[src/rtl/mmio_bus_initiator.sv]
// Command-stream initiator for the FPro MMIO bus: valid/ready commands in, cs/wr/rd strobes out,
// read data back on a valid/ready response stream. Define MMIO_INIT_BURST_EN to enable read bursts.
module mmio_bus_initiator #(
    parameter int RD_LAT = 0,
    parameter int LEN_W  = 4
) (
    input  logic             clk,
    input  logic             reset,
    input  logic             cmd_valid,
    output logic             cmd_ready,
    input  logic             cmd_wr,
    input  logic [20:0]      cmd_addr,
    input  logic [31:0]      cmd_wdata,
    input  logic [LEN_W-1:0] cmd_len,
    output logic             rsp_valid,
    input  logic             rsp_ready,
    output logic [31:0]      rsp_data,
    output logic             rsp_last,
    output logic             busy,
    output logic             mmio_cs,
    output logic             mmio_wr,
    output logic             mmio_rd,
    output logic [20:0]      mmio_addr,
    output logic [31:0]      mmio_wr_data,
    input  logic [31:0]      mmio_rd_data
);

    typedef enum logic [1:0] {
        S_IDLE,
        S_ACCESS,
        S_WAIT,
        S_RESP
    } state_e;

    // WAIT counts down from RD_LAT-1; the sample happens when it reaches zero.
    localparam logic [1:0] WAIT_INIT = (RD_LAT > 0) ? 2'(RD_LAT - 1) : 2'd0;

    state_e      state_q, state_d;
    logic        op_wr_q, op_wr_d;
    logic [1:0]  wait_cnt_q, wait_cnt_d;
    logic [20:0] addr_q, addr_d;
    logic [31:0] wr_data_q, wr_data_d;
    logic [31:0] rsp_data_q, rsp_data_d;
    logic        cmd_ready_q, cmd_ready_d;
    logic        busy_q, busy_d;
    logic        cs_q, cs_d;
    logic        wr_q, wr_d;
    logic        rd_q, rd_d;
    logic        rsp_valid_q, rsp_valid_d;
    logic        rsp_last_q, rsp_last_d;

`ifdef MMIO_INIT_BURST_EN
    localparam logic [LEN_W:0] BEAT_ONE = 1;
    logic [LEN_W:0] beats_q, beats_d;
`else
    logic unused_len;
    assign unused_len = ^cmd_len;
`endif

    always_comb begin
        // NOTE: every variable gets a default first so no path through the case infers a latch.
        state_d    = state_q;
        op_wr_d    = op_wr_q;
        wait_cnt_d = wait_cnt_q;
        addr_d     = addr_q;
        wr_data_d  = wr_data_q;
        rsp_data_d = rsp_data_q;
`ifdef MMIO_INIT_BURST_EN
        beats_d    = beats_q;
`endif

        unique case (state_q)
            S_IDLE: begin
                if (cmd_valid && cmd_ready_q) begin
                    addr_d  = cmd_addr;
                    op_wr_d = cmd_wr;
                    if (cmd_wr) begin
                        wr_data_d = cmd_wdata;
                    end
`ifdef MMIO_INIT_BURST_EN
                    beats_d = {1'b0, cmd_len} + BEAT_ONE;
`endif
                    state_d = S_ACCESS;
                end
            end
            S_ACCESS: begin
                if (op_wr_q) begin
                    state_d = S_IDLE;
                end else if (RD_LAT == 0) begin
                    rsp_data_d = mmio_rd_data;
                    state_d    = S_RESP;
                end else begin
                    wait_cnt_d = WAIT_INIT;
                    state_d    = S_WAIT;
                end
            end
            S_WAIT: begin
                if (wait_cnt_q == 2'd0) begin
                    rsp_data_d = mmio_rd_data;
                    state_d    = S_RESP;
                end else begin
                    wait_cnt_d = wait_cnt_q - 2'd1;
                end
            end
            S_RESP: begin
                if (rsp_ready) begin
`ifdef MMIO_INIT_BURST_EN
                    if (beats_q == BEAT_ONE) begin
                        state_d = S_IDLE;
                    end else begin
                        // Only the register field advances, so a burst wraps inside its slot.
                        addr_d  = {addr_q[20:5], addr_q[4:0] + 5'd1};
                        beats_d = beats_q - BEAT_ONE;
                        state_d = S_ACCESS;
                    end
`else
                    state_d = S_IDLE;
`endif
                end
            end
            default: state_d = S_IDLE;
        endcase

        // Outputs are decoded from the next state so they can be registered without a cycle of lag.
        cmd_ready_d = (state_d == S_IDLE);
        busy_d      = (state_d != S_IDLE);
        cs_d        = (state_d == S_ACCESS);
        wr_d        = cs_d && op_wr_d;
        rd_d        = cs_d && !op_wr_d;
        rsp_valid_d = (state_d == S_RESP);
`ifdef MMIO_INIT_BURST_EN
        rsp_last_d  = (state_d == S_RESP) && (beats_d == BEAT_ONE);
`else
        rsp_last_d  = (state_d == S_RESP);
`endif
    end

    always_ff @(posedge clk or negedge reset) begin
        if (!reset) begin
            // NOTE: sequential state uses non-blocking assignments only, so every flop samples pre-edge values.
            state_q     <= S_IDLE;
            op_wr_q     <= 1'b0;
            wait_cnt_q  <= 2'd0;
            addr_q      <= '0;
            wr_data_q   <= '0;
            rsp_data_q  <= '0;
            cmd_ready_q <= 1'b0;
            busy_q      <= 1'b0;
            cs_q        <= 1'b0;
            wr_q        <= 1'b0;
            rd_q        <= 1'b0;
            rsp_valid_q <= 1'b0;
            rsp_last_q  <= 1'b0;
`ifdef MMIO_INIT_BURST_EN
            beats_q     <= '0;
`endif
        end else begin
            state_q     <= state_d;
            op_wr_q     <= op_wr_d;
            wait_cnt_q  <= wait_cnt_d;
            addr_q      <= addr_d;
            wr_data_q   <= wr_data_d;
            rsp_data_q  <= rsp_data_d;
            cmd_ready_q <= cmd_ready_d;
            busy_q      <= busy_d;
            cs_q        <= cs_d;
            wr_q        <= wr_d;
            rd_q        <= rd_d;
            rsp_valid_q <= rsp_valid_d;
            rsp_last_q  <= rsp_last_d;
`ifdef MMIO_INIT_BURST_EN
            beats_q     <= beats_d;
`endif
        end
    end

    assign cmd_ready    = cmd_ready_q;
    assign busy         = busy_q;
    assign mmio_cs      = cs_q;
    assign mmio_wr      = wr_q;
    assign mmio_rd      = rd_q;
    assign mmio_addr    = addr_q;
    assign mmio_wr_data = wr_data_q;
    assign rsp_valid    = rsp_valid_q;
    assign rsp_last     = rsp_last_q;
    assign rsp_data     = rsp_data_q;

endmodule
[config.mk]
export PLATFORM = sky130hd
export DESIGN_NAME = mmio_bus_initiator
export DESIGN_NICKNAME = d
export VERILOG_FILES = /design/src/rtl/mmio_bus_initiator.sv
export SDC_FILE = /design/constraint.sdc
export NUM_CORES = 1
export LEC_CHECK = 0
export CAP_MARGIN = 30
export CORE_MARGIN = 4
export CORE_UTILIZATION = 43
export CTS_CLUSTER_SIZE = 20
export DETAILED_ROUTE_END_ITERATION = 10
export PLACE_DENSITY = 0.85
export SLEW_MARGIN = 20
export SYNTH_ARGS = -nofsm -noshare
export SYNTH_HDL_FRONTEND = slang
export SYNTH_SLANG_ARGS = --single-unit
[constraint.sdc]
create_clock -name clk -period 3.9 [get_ports clk]
set_clock_uncertainty 0.2 [all_clocks]
set_input_delay 0.78 -clock clk [delete_from_list [all_inputs] [get_ports clk]]
set_output_delay 0.78 -clock clk [all_outputs]
set_load 0.01 [all_outputs]
Word-level counts from Yosys, hierarchy flattened
Index checks and enable logic that the tools add are counted.
- add/sub/neg operators: 1
- multiplexer cells: 10
- bitwise logic cells: 1
- reduce and logical (&&, ||, !) cells: 13
- eq/ne operators: 7
- operators by type and width (operator ; count):
    32-bit 2-to-1 mux ; 2
    32-bit case mux with 2 select lines ; 1
    2-bit 2-to-1 mux ; 4
    2-bit case mux with 4 select lines ; 1
    2-bit == test, second input constant ; 3
    2-bit zero test ; 3
    3-bit AND reduction ; 2
    2-bit by 1-bit == test with 1-bit output, second input constant ; 2
    2-bit != test, second input constant ; 2
    2-bit AND reduction ; 2
    2-bit nonzero test ; 2
    1-bit logical AND ; 3
    1-bit 2-to-1 mux ; 2
    2-bit by 1-bit subtractor with 2-bit output, second input constant ; 1
    1-bit zero test ; 1
    1-bit NOT ; 1
- output and inout bits: 92
- input port bits: 94
- bits in registers: 96

Logic depth before layout (Yosys ltp)
- word-level depth: 5
- depth in mapped cells: 6
- mapped depth without buffers: 5

Worst setup path before layout
Ideal clock, no wire load.
- path kind: input to register
- start point: input cmd_valid
- end point: register wr_data_q[10] (netlist: mmio_wr_data[10])
- arrival: 1.655 ns
- stages on the path: 6
- path slack: 1.920 ns
- cell sequence: nand4bb_1 -> buf_4 -> clkinv_4 -> nand2_4 -> buf_6 -> mux2_4
- cells in the longest elaborated chain, start to end: 2
- RTL lines (element ; RTL line ; source):
    start, declared ; 9 ; input logic cmd_valid,
    1-bit logical AND ; 74 ; if (cmd_valid && cmd_ready_q) begin
    3-bit AND reduction (no source line) ; -- ;
    end signal, assigned ; 162 ; wr_data_q <= wr_data_d;
    end, declared ; 42 ; logic [31:0] wr_data_q, wr_data_d;
Every way passes these cells.
A chain may end at the register's enable or synchronous reset.

Worst setup path after layout
- start point: input cmd_valid
- end point: register wr_data_q[15] (netlist: mmio_wr_data[15])
The elaborated chain is that of the path after synthesis.

==> impl_metrics.env <==
export IMPL_grt_max_degree=39
export IMPL_port_buffers=181
export IMPL_cts_resized=0
export IMPL_core_area_mm2=0.00834
export IMPL_synth_nets=356
export IMPL_grt_overflow=0
export IMPL_stdcell_count=555
export IMPL_num_vias=2558
export IMPL_period_needed_ps=2460
export IMPL_dieArea_mm2=0.0103
export IMPL_synth_edff_count=0
export IMPL_status="finished clean"
export IMPL_place_ws_ps=1070
export IMPL_yosysMostFrequentCell="dfrtp_1"
export IMPL_synth_common_cells="dfrtp_1, nand2_1, mux2_2, mux2_4"
export IMPL_maxCapViolCount=0
export IMPL_clock_latency_ps=330
export IMPL_startpoint_type="input port"
export IMPL_fmaxAchievable_mhz=407
export IMPL_drc=0
export IMPL_clk_path_buf_depth=2
export IMPL_die_height_um=101
export IMPL_syn_area_per_cell_um2=14.4
export IMPL_crit_path_end_kind="flip-flop"
export IMPL_h_tree_depth=3
export IMPL_cp_data_required_time_ps=3930
export IMPL_synth_distinct_cells=26
export IMPL_hold_viol_final=0
export IMPL_total_power_mw=4.49
export IMPL_synth_ff_type="dfrtp_1"
export IMPL_start_util=0.449
export IMPL_antenna_found_initial=0
export IMPL_grt_pass1_vias=2858
export IMPL_synth_area_leader_cell="dfrtp_1"
export IMPL_cts_tree="done"
export IMPL_drt_iter0_drc=52
export IMPL_ir_drop_v=0.000340
export IMPL_place_area_mm2=0.00561
export IMPL_postCtsSetupBuffers=0
export IMPL_die_width_um=101
export IMPL_crit_fanout=34
export IMPL_layout_drive_gt1_share=0.191
export IMPL_clk_pin_slew_ps=90
export IMPL_path_class="input port to flip-flop"
export IMPL_synth_cells=261
export IMPL_synth_top_area_frac=0.641
export IMPL_clock_root_buffer="clkbuf_8"
export IMPL_synth_warnings=0
export IMPL_insertedDiodeCount=0
export IMPL_ys_async_sr_fraction=1.00
export IMPL_syn_area_mm2=0.00375
export IMPL_vias_per_cell=4.61
export IMPL_synth_seq_area_share=0.641
export IMPL_r2r_cells=4
export IMPL_io_pins=186
export IMPL_dr_pass1_iters=4
export IMPL_gr_usage_all_layers=0.171
export IMPL_postLayoutCellArea_mm2=0.00580
export IMPL_routed_wl_mm=8.77
export IMPL_gp_congestion=0.700
export IMPL_slew_violations=0
export IMPL_ys_seq_elements=96
export IMPL_grt_pass1_wl_mm=13.8
export IMPL_setup_tns_final_ps=0
export IMPL_num_rows=33
export IMPL_hold_buffers=0
export IMPL_relSlewSlack=0.595
export IMPL_routedWlPerCell_um=15.8
export IMPL_timing_final_ws_setup_ps=1440
export IMPL_cp_arrival_ps=2480
export IMPL_cts_buffers=9
export IMPL_drt_antenna_violating_nets=0
export IMPL_setup_violations_final=0
export IMPL_area_growth_pct=54.9
export IMPL_leakage_nw=2.67
export IMPL_rsz0062_at_grt="no"
export IMPL_cellPowerDensity_mw_per_mm2=774
export IMPL_hold_path_class="input port to asynchronous set/reset pin"
export IMPL_tightestPinTransition_ps=607
export IMPL_synth_area_leaders="dfrtp_1, mux2_4, mux2_2"
export IMPL_fin_crit_sh=0.630
export IMPL_nets=540
export IMPL_cts_sinks=96
export IMPL_dp_cells=538
export IMPL_hpwlAfterDp_mm=6.65
[kinds of logic after synthesis]
logic type,count (synthesis),synth area share
AND/OR/NAND/NOR,77,0.0855
adder cells (fa/ha/maj),1,0.00334
flip-flops,96,0.641
multiplexers,65,0.225
buffers and inverters,17,0.0347
XOR/XNOR,1,0.00234
AO/OA/AOI/OAI,4,0.00768
[routing by layer]
metal	global-route usage	vias up	share of wire	wire length (um)
li1	-	1218	-	-
met1	0.193	1235	0.38	3310
met2	0.311	101	0.54	4710
met3	0.0585	4	0.081	708
met4	0.0378	0	0.0052	46
met5	0	-	0	0
[worst paths after layout]
| check | startpoint | to | slack (ps) |
|---|---|---|---|
| setup / recovery | cmd_valid | mmio_wr_data[15]$_DFFE_PN0P_ | 1440 |
| hold / removal | reset | rsp_data[11]$_DFFE_PN0P_ | 180 |
| setup reg to reg | state_q[1]$_DFF_PN0_ | mmio_wr_data[15]$_DFFE_PN0P_ | 1770 |
| hold reg to reg | mmio_addr[1]$_DFFE_PN0P_ | mmio_addr[1]$_DFFE_PN0P_ | 280 |
| max in group asynchronous | reset | mmio_addr[16]$_DFFE_PN0P_ | 2530 |
| min in group clk | mmio_addr[1]$_DFFE_PN0P_ | mmio_addr[1]$_DFFE_PN0P_ | 280 |
[worst max-delay path, stage by stage]
cell             delay, ps
clkdlybuf4s50_1        400
nand4bb_1              180
clkinv_4               200
nand2_4                500
mux2_2                 400
[state kept, by name, summed over array words and instances, names as in the netlist]
| signal | cells |
|---|---|
| mmio_wr | 1 |
| rsp_last | 1 |
| rsp_data | 32 |
| state_q | 2 |
| cmd_ready | 1 |
| wait_cnt_q | 2 |
| mmio_addr | 21 |
| mmio_wr_data | 32 |
| op_wr_q | 1 |
| mmio_cs | 1 |
| mmio_rd | 1 |
| busy | 1 |
[cell usage in the layout, fill, tap and decap left out, drive strengths merged, types with 4 or more instances in the layout]
master | synthesis | final
clkdlybuf4s50 | 0 | 180
dfrtp | 96 | 96
mux2 | 64 | 64
clkinv | 1 | 4
clkbuf | 3 | 11
buf | 9 | 5
inv | 4 | 4
nand2 | 68 | 68
[through the flow]
step | hold WS (ps) | util
finish | 184 | 0.696
floorplan | 269 | -
CTS | 183 | 0.692
detailed placement | 263 | 0.673
global route | 191 | 0.696
global placement | 257 | 0.673
[area by class of cell]
class | count | area (um^2)
clock buffer | 11 | 131
clock inverter | 5 | 33.8
fill | 585 | 2540
inverter | 5 | 23.8
multi-input combinational | 148 | 1220
sequential | 96 | 2400
tap | 105 | 131
timing repair buffer | 185 | 1860
[report_power, final]
group / leakage, nW / total [mW] / switching (mW) / internal [mW]
Clock: 0.0793 / 0.548 / 0.317 / 0.231
Sequential: 1.17 / 1.73 / 0.260 / 1.46
Combinational: 1.42 / 2.22 / 0.802 / 1.42
Total: 2.67 / 4.49 / 1.38 / 3.11
Note: power is estimated with default switching activity, not from simulation.
